`config.mk`:
```
export PLATFORM = sky130hd
export DESIGN_NAME = mem_cmd_arbiter_flat
export DESIGN_NICKNAME = d
export VERILOG_FILES = /design/src/rtl/mem_cmd_arbiter_if.sv /design/src/rtl/mem_cmd_arbiter.sv /design/src/flat_wrapper.sv
export SDC_FILE = /design/constraint.sdc
export NUM_CORES = 1
export LEC_CHECK = 0
export BUFFER_PORTS_ARGS = -buffer_cell sky130_fd_sc_hd__buf_2
export CAP_MARGIN = 20
export CORE_MARGIN = 2
export CORE_UTILIZATION = 38
export CTS_BUF_LIST = sky130_fd_sc_hd__clkbuf_16
export CTS_CLUSTER_SIZE = 25
export DETAILED_ROUTE_END_ITERATION = 12
export PLACE_DENSITY = 0.71
export SLEW_MARGIN = 30
export SYNTH_ARGS = -nofsm -noshare
export SYNTH_HDL_FRONTEND = slang
export SYNTH_SLANG_ARGS = --single-unit
```
`constraint.sdc`:
```
create_clock -name clk -period 2.3 [get_ports clk]
set_input_delay 0.345 -clock clk [delete_from_list [all_inputs] [get_ports clk]]
set_output_delay 0.345 -clock clk [all_outputs]
set_load 0.1 [all_outputs]
```
`src/rtl/mem_cmd_arbiter_if.sv`:
```
// Command-port bundle between the vin/epdc DMA engines, the arbiter and the MIG.
// slave: arbiter side. master: requester/MIG side (used by models and benches).
interface mem_cmd_arbiter_if #(
    parameter int ADDR_W = 30,
    parameter int BL_W   = 6
);
    logic              rd_req;
    logic [ADDR_W-1:0] rd_addr;
    logic [BL_W-1:0]   rd_bl;
    logic              rd_ack;
    logic              rd_done;
    logic              wr_req;
    logic [ADDR_W-1:0] wr_addr;
    logic [BL_W-1:0]   wr_bl;
    logic              wr_ack;
    logic [6:0]        wr_data_count;
    logic              cmd_full;
    logic              cmd_en;
    logic [2:0]        cmd_instr;
    logic [BL_W-1:0]   cmd_bl;
    logic [ADDR_W-1:0] cmd_byte_addr;
    logic [2:0]        rd_outst;
    logic              err_underflow;

    modport slave (
        input  rd_req, rd_addr, rd_bl, rd_done,
        input  wr_req, wr_addr, wr_bl, wr_data_count, cmd_full,
        output rd_ack, wr_ack, cmd_en, cmd_instr, cmd_bl, cmd_byte_addr,
        output rd_outst, err_underflow
    );

    modport master (
        output rd_req, rd_addr, rd_bl, rd_done,
        output wr_req, wr_addr, wr_bl, wr_data_count, cmd_full,
        input  rd_ack, wr_ack, cmd_en, cmd_instr, cmd_bl, cmd_byte_addr,
        input  rd_outst, err_underflow
    );
endinterface

```
`src/rtl/mem_cmd_arbiter.sv`:
```
// Shares the single MIG command port between the video-in writer and the EPDC reader.
// Reads win by default; a starvation counter guarantees the writer a slot, writes only
// go once their data is already in the MIG write FIFO, and read bursts in flight are capped.
//
// state  | meaning
// IDLE   | evaluate eligibility, latch the chosen command into cmd_*
// ISSUE  | strobe cmd_en on the first cycle the MIG command FIFO has room
// GAP    | one dead cycle so the requester can drop/refresh its request after ack
module mem_cmd_arbiter #(
    parameter int ADDR_W     = 30,
    parameter int BL_W       = 6,
    parameter int STARVE_MAX = 8,
    parameter int MAX_OUTST  = 4
) (
    input  logic               clk,
    input  logic               rstn,
    mem_cmd_arbiter_if.slave   bus
);
    localparam int SC_W = $clog2(STARVE_MAX + 1);

    typedef enum logic [1:0] {
        ST_IDLE  = 2'd0,
        ST_ISSUE = 2'd1,
        ST_GAP   = 2'd2
    } state_t;

    state_t            state, state_nxt;
    logic [SC_W-1:0]   starve_cnt;
    logic [2:0]        rd_outst;
    logic              err_q;
    logic [2:0]        instr_q;
    logic [BL_W-1:0]   bl_q;
    logic [ADDR_W-1:0] addr_q;
    logic              sel_wr_ok;
    logic              rd_ok, wr_ok, starve_sat;
    logic              sel_rd, sel_wr, fire, issue_rd;

    assign rd_ok      = bus.rd_req && (rd_outst < 3'(MAX_OUTST));
    assign wr_ok      = bus.wr_req && (int'(bus.wr_data_count) > int'(bus.wr_bl));
    assign starve_sat = (starve_cnt == SC_W'(STARVE_MAX));
    assign issue_rd   = fire && instr_q[0];

    assign bus.cmd_en        = fire;
    assign bus.rd_ack        = issue_rd;
    assign bus.wr_ack        = fire && !instr_q[0];
    assign bus.cmd_instr     = instr_q;
    assign bus.cmd_bl        = bl_q;
    assign bus.cmd_byte_addr = addr_q;
    assign bus.rd_outst      = rd_outst;
    assign bus.err_underflow = err_q;

    // state register
    always_ff @(posedge clk or negedge rstn) begin
        if (!rstn) state <= ST_IDLE;
        else       state <= state_nxt;
    end

    // next-state, selection and issue strobe; a selected command is never withdrawn
    always_comb begin
        state_nxt = state;
        sel_rd    = 1'b0;
        sel_wr    = 1'b0;
        fire      = 1'b0;
        case (state)
            ST_IDLE: begin
                if (wr_ok && (!rd_ok || starve_sat)) begin
                    sel_wr    = 1'b1;
                    state_nxt = ST_ISSUE;
                end else if (rd_ok) begin
                    sel_rd    = 1'b1;
                    state_nxt = ST_ISSUE;
                end
            end
            ST_ISSUE: begin
                if (!bus.cmd_full) begin
                    fire      = 1'b1;
                    state_nxt = ST_GAP;
                end
            end
            ST_GAP:  state_nxt = ST_IDLE;
            default: state_nxt = ST_IDLE;
        endcase
    end

    // latch the chosen command; fields hold until the next selection
    always_ff @(posedge clk or negedge rstn) begin
        if (!rstn) begin
            instr_q   <= 3'b000;
            bl_q      <= '0;
            addr_q    <= '0;
            sel_wr_ok <= 1'b0;
        end else if (sel_wr) begin
            instr_q   <= 3'b000;
            bl_q      <= bus.wr_bl;
            addr_q    <= bus.wr_addr;
            sel_wr_ok <= 1'b1;
        end else if (sel_rd) begin
            instr_q   <= 3'b001;
            bl_q      <= bus.rd_bl;
            addr_q    <= bus.rd_addr;
            sel_wr_ok <= wr_ok;
        end
    end

    // count reads that jumped ahead of an eligible write; a write issue clears it
    always_ff @(posedge clk or negedge rstn) begin
        if (!rstn) begin
            starve_cnt <= '0;
        end else if (fire && !instr_q[0]) begin
            starve_cnt <= '0;
        end else if (issue_rd && sel_wr_ok && !starve_sat) begin
            starve_cnt <= starve_cnt + SC_W'(1);
        end
    end

    // outstanding read bursts; a drain with nothing in flight is flagged and ignored
    always_ff @(posedge clk or negedge rstn) begin
        if (!rstn) begin
            rd_outst <= 3'd0;
            err_q    <= 1'b0;
        end else begin
            if (bus.rd_done && (rd_outst == 3'd0)) err_q <= 1'b1;
            case ({issue_rd, bus.rd_done})
                2'b10:   rd_outst <= rd_outst + 3'd1;
                2'b01:   if (rd_outst != 3'd0) rd_outst <= rd_outst - 3'd1;
                default: rd_outst <= rd_outst;
            endcase
        end
    end
endmodule

```
`src/flat_wrapper.sv`:
```
// flat-port wrapper written by rule: the top's interface ports become plain ports
module mem_cmd_arbiter_flat 
#(
    parameter int ADDR_W     = 30,
    parameter int BL_W       = 6,
    parameter int STARVE_MAX = 8,
    parameter int MAX_OUTST  = 4
)
  (clk, rstn, bus_rd_req, bus_rd_addr, bus_rd_bl, bus_rd_done, bus_wr_req, bus_wr_addr, bus_wr_bl, bus_wr_data_count, bus_cmd_full, bus_rd_ack, bus_wr_ack, bus_cmd_en, bus_cmd_instr, bus_cmd_bl, bus_cmd_byte_addr, bus_rd_outst, bus_err_underflow);
  mem_cmd_arbiter_if #(.ADDR_W(ADDR_W), .BL_W(BL_W)) bus_i ();
  input  logic clk;
  input  logic rstn;
  input wire logic [$bits(bus_i.rd_req)-1:0] bus_rd_req;
  input wire logic [$bits(bus_i.rd_addr)-1:0] bus_rd_addr;
  input wire logic [$bits(bus_i.rd_bl)-1:0] bus_rd_bl;
  input wire logic [$bits(bus_i.rd_done)-1:0] bus_rd_done;
  input wire logic [$bits(bus_i.wr_req)-1:0] bus_wr_req;
  input wire logic [$bits(bus_i.wr_addr)-1:0] bus_wr_addr;
  input wire logic [$bits(bus_i.wr_bl)-1:0] bus_wr_bl;
  input wire logic [$bits(bus_i.wr_data_count)-1:0] bus_wr_data_count;
  input wire logic [$bits(bus_i.cmd_full)-1:0] bus_cmd_full;
  output wire logic [$bits(bus_i.rd_ack)-1:0] bus_rd_ack;
  output wire logic [$bits(bus_i.wr_ack)-1:0] bus_wr_ack;
  output wire logic [$bits(bus_i.cmd_en)-1:0] bus_cmd_en;
  output wire logic [$bits(bus_i.cmd_instr)-1:0] bus_cmd_instr;
  output wire logic [$bits(bus_i.cmd_bl)-1:0] bus_cmd_bl;
  output wire logic [$bits(bus_i.cmd_byte_addr)-1:0] bus_cmd_byte_addr;
  output wire logic [$bits(bus_i.rd_outst)-1:0] bus_rd_outst;
  output wire logic [$bits(bus_i.err_underflow)-1:0] bus_err_underflow;
  assign bus_i.rd_req = bus_rd_req;
  assign bus_i.rd_addr = bus_rd_addr;
  assign bus_i.rd_bl = bus_rd_bl;
  assign bus_i.rd_done = bus_rd_done;
  assign bus_i.wr_req = bus_wr_req;
  assign bus_i.wr_addr = bus_wr_addr;
  assign bus_i.wr_bl = bus_wr_bl;
  assign bus_i.wr_data_count = bus_wr_data_count;
  assign bus_i.cmd_full = bus_cmd_full;
  assign bus_rd_ack = bus_i.rd_ack;
  assign bus_wr_ack = bus_i.wr_ack;
  assign bus_cmd_en = bus_i.cmd_en;
  assign bus_cmd_instr = bus_i.cmd_instr;
  assign bus_cmd_bl = bus_i.cmd_bl;
  assign bus_cmd_byte_addr = bus_i.cmd_byte_addr;
  assign bus_rd_outst = bus_i.rd_outst;
  assign bus_err_underflow = bus_i.err_underflow;
  mem_cmd_arbiter #(.ADDR_W(ADDR_W), .BL_W(BL_W), .STARVE_MAX(STARVE_MAX), .MAX_OUTST(MAX_OUTST)) u_core (.clk(clk), .rstn(rstn), .bus(bus_i));
endmodule
```
==> out/metrics.yaml <==
yosysWarnings: 0
path_cells: "nor3b_4 > nand2_2 > inv_6 > buf_2"
arrival_ps: 1650
layout-drive-gt1-share: 0.453
die_w_um: 84.5
report.final.slew_viol_count: 0
htree_levels: 2
diodes: 0
final_cell_mix: "buf_2 (128), dfrtp_1 (48), nand2b_1 (36)"
fin_crit_ps: 2000
grt_pass1_vias: 2146
ant_nets: 0
dp_slack_ps: 120
layout-area-overhead-vs-synth_pct: 37.2
die_h_um: 84.5
seq_area_frac_synth: 0.487
overflow: 0
placedCellCount: 418
crit_type: "register to output pin"
final_common_cell: "buf_2"
grt_use_total: 0.174
outcome: "finished clean"
ys_types: 40
pin_count: 131
finClkSkew_ps: 4.71
cp-start-kind: "register"
fin_crit_sh: 0.869
syn-cell-area_mm2: 0.00246
place.gp.congestion: 0.835
clockRootBuffer: "clkbuf_16"
synth_edf_count: 0
fmax_mhz: 500
remaining_drc_errors: 0
setup.worst_path.end_class: "output pin"
vias: 2175
syn_area_per_cell_um2: 11.4
cts.sinks: 48
dpl.hpwl_um: 4560
ctsResizeCount: 0
setup_viol: 0
drt_iter0_markers: 80
numPortBuffers: 128
worstSkewPairLatency_ps: 280
fin_ws_ps: 301
fillCellCount: 584
grt_pass1_wl_um: 10000
slowest_stage: "dfrtp_1"
layout.nets: 442
drt_wl_total_um: 6230
antenna_found_initial: 0
hold-worst-slack_ps: 31.2
cts_tree: "built"
syn_inst: 216
start_util: 0.390
coreArea_mm2: 0.00631
first_pass_iters: 4
stdcell_count: 426
postSynth.asyncResetShare: 1.00
hold_viol_final: 0
ys.flop_type: "dfrtp_1"
min_path_type: "primary input to async pin"
hold_buffers: 0
die_area_mm2: 0.00715
drv_cap: 0
crit_family: "buffers and inverters"
path_clk_slew_ps: 60
cts_buffers: 5
wire_per_inst_um: 14.6
finalSetupTns_ps: 0
critPathMaxFanout: 6
crit_required_ps: 1960
rows: 29
ys_ff_latch: 48
grt_max_degree: 49
rsz0062_at_grt: "no"
post_cts_buffers: 0
crit_path_max_incr_delay_ps: 430
cts_buffer_depth: 2
critPathBufInv: 2
viasPerCell: 5.11
worst reg2reg max path, cell delays in order (launching register included):
cell and delay, ps:
dfrtp_1 430, nor3b_4 250, nand2_2 160, nand2_2 120
fa_2 240, o21ai_1 70, nor3_1 130, a21oi_1 60
o221ai_1 200
path summary, 6_finish.rpt:
| check | cells past startpoint | start | end | slack (ps) |
|---|---|---|---|---|
| worst max-delay path | 4 | u_core.state[1]$_DFFE_PN0P_ | bus_rd_ack | 300 |
| worst min-delay path | 2 | rstn | u_core.bus.rd_outst[0]$_DFFE_PN0P_ | 30 |
| worst max register to register | 8 | u_core.state[1]$_DFFE_PN0P_ | u_core.bus.rd_outst[2]$_DFFE_PN0P_ | 530 |
| worst min register to register | 1 | u_core.bus.err_underflow$_DFFE_PN0P_ | u_core.bus.err_underflow$_DFFE_PN0P_ | 460 |
| max in group asynchronous | 2 | rstn | u_core.bus.cmd_byte_addr[25]$_DFFE_PN0P_ | 2020 |
| min in group clk | 2 | bus_cmd_full | u_core.state[1]$_DFFE_PN0P_ | 290 |
state kept, by name (all words and copies together) (netlist names):
| register | count |
|---|---|
| u_core.sel_wr_ok | 1 |
| u_core.state | 2 |
| u_core.bus.rd_outst | 3 |
| u_core.bus.cmd_instr | 1 |
| u_core.bus.err_underflow | 1 |
| u_core.starve_cnt | 4 |
| u_core.bus.cmd_bl | 6 |
| u_core.bus.cmd_byte_addr | 30 |
synthesized netlist by cell type (2+ instances only):
master	number	area share
buf_6	4	0.018
nor2b_1	2	0.0051
a21oi_1	7	0.014
buf_4	2	0.0061
nand2b_1	36	0.091
clkbuf_1	3	0.0046
o221ai_1	2	0.0071
xnor2_1	2	0.0071
inv_1	14	0.021
o21ai_0	3	0.0061
nor3_1	4	0.0081
nand2_1	9	0.014
buf_2	4	0.0081
o221a_1	30	0.14
o221a_2	6	0.027
nand3b_1	2	0.0061
nand3_1	4	0.0081
nor2_1	6	0.0091
ha_1	8	0.041
dfrtp_1	48	0.49
through the flow:
stage / util / cell area [um^2]
2_1_floorplan: - / 2490
3_3_place_gp: 0.514 / 3240
3_5_place_dp: 0.514 / 3240
4_1_cts: 0.535 / 3380
5_1_grt: 0.535 / 3380
6_report: 0.535 / 3380
layout make-up:
type | instances | area (um^2) | share of cell area
tap | 77 | 96.3 | 0.0285
multi-input combinational | 141 | 1150 | 0.341
clock buffer | 5 | 125 | 0.0370
timing repair buffer | 137 | 733 | 0.217
inverter | 15 | 61.3 | 0.0181
clock inverter | 3 | 11.3 | 0.00333
sequential | 48 | 1200 | 0.355
cells by family (layout without fill, tap and decap cells):
family	Yosys count	after routing	share of synthesized area
AO/OA/AOI/OAI	59	59	0.232
XOR/XNOR	2	2	0.00711
adder cells (fa/ha/maj)	9	9	0.0487
buffers and inverters	28	160	0.0599
flip-flops	48	48	0.487
other	1	2	0.00152
AND/OR/NAND/NOR	69	69	0.163
routing by layer:
layer,up-vias,part of all wire,track usage
li1,1063,-,-
met1,1033,0.46,0.236
met2,75,0.47,0.284
met3,4,0.060,0.0324
met4,0,0.0095,0.0505
met5,-,0,0
Power is not shown: default switching activity piles up to over one toggle a cycle in this logic, so the estimate is an artifact.
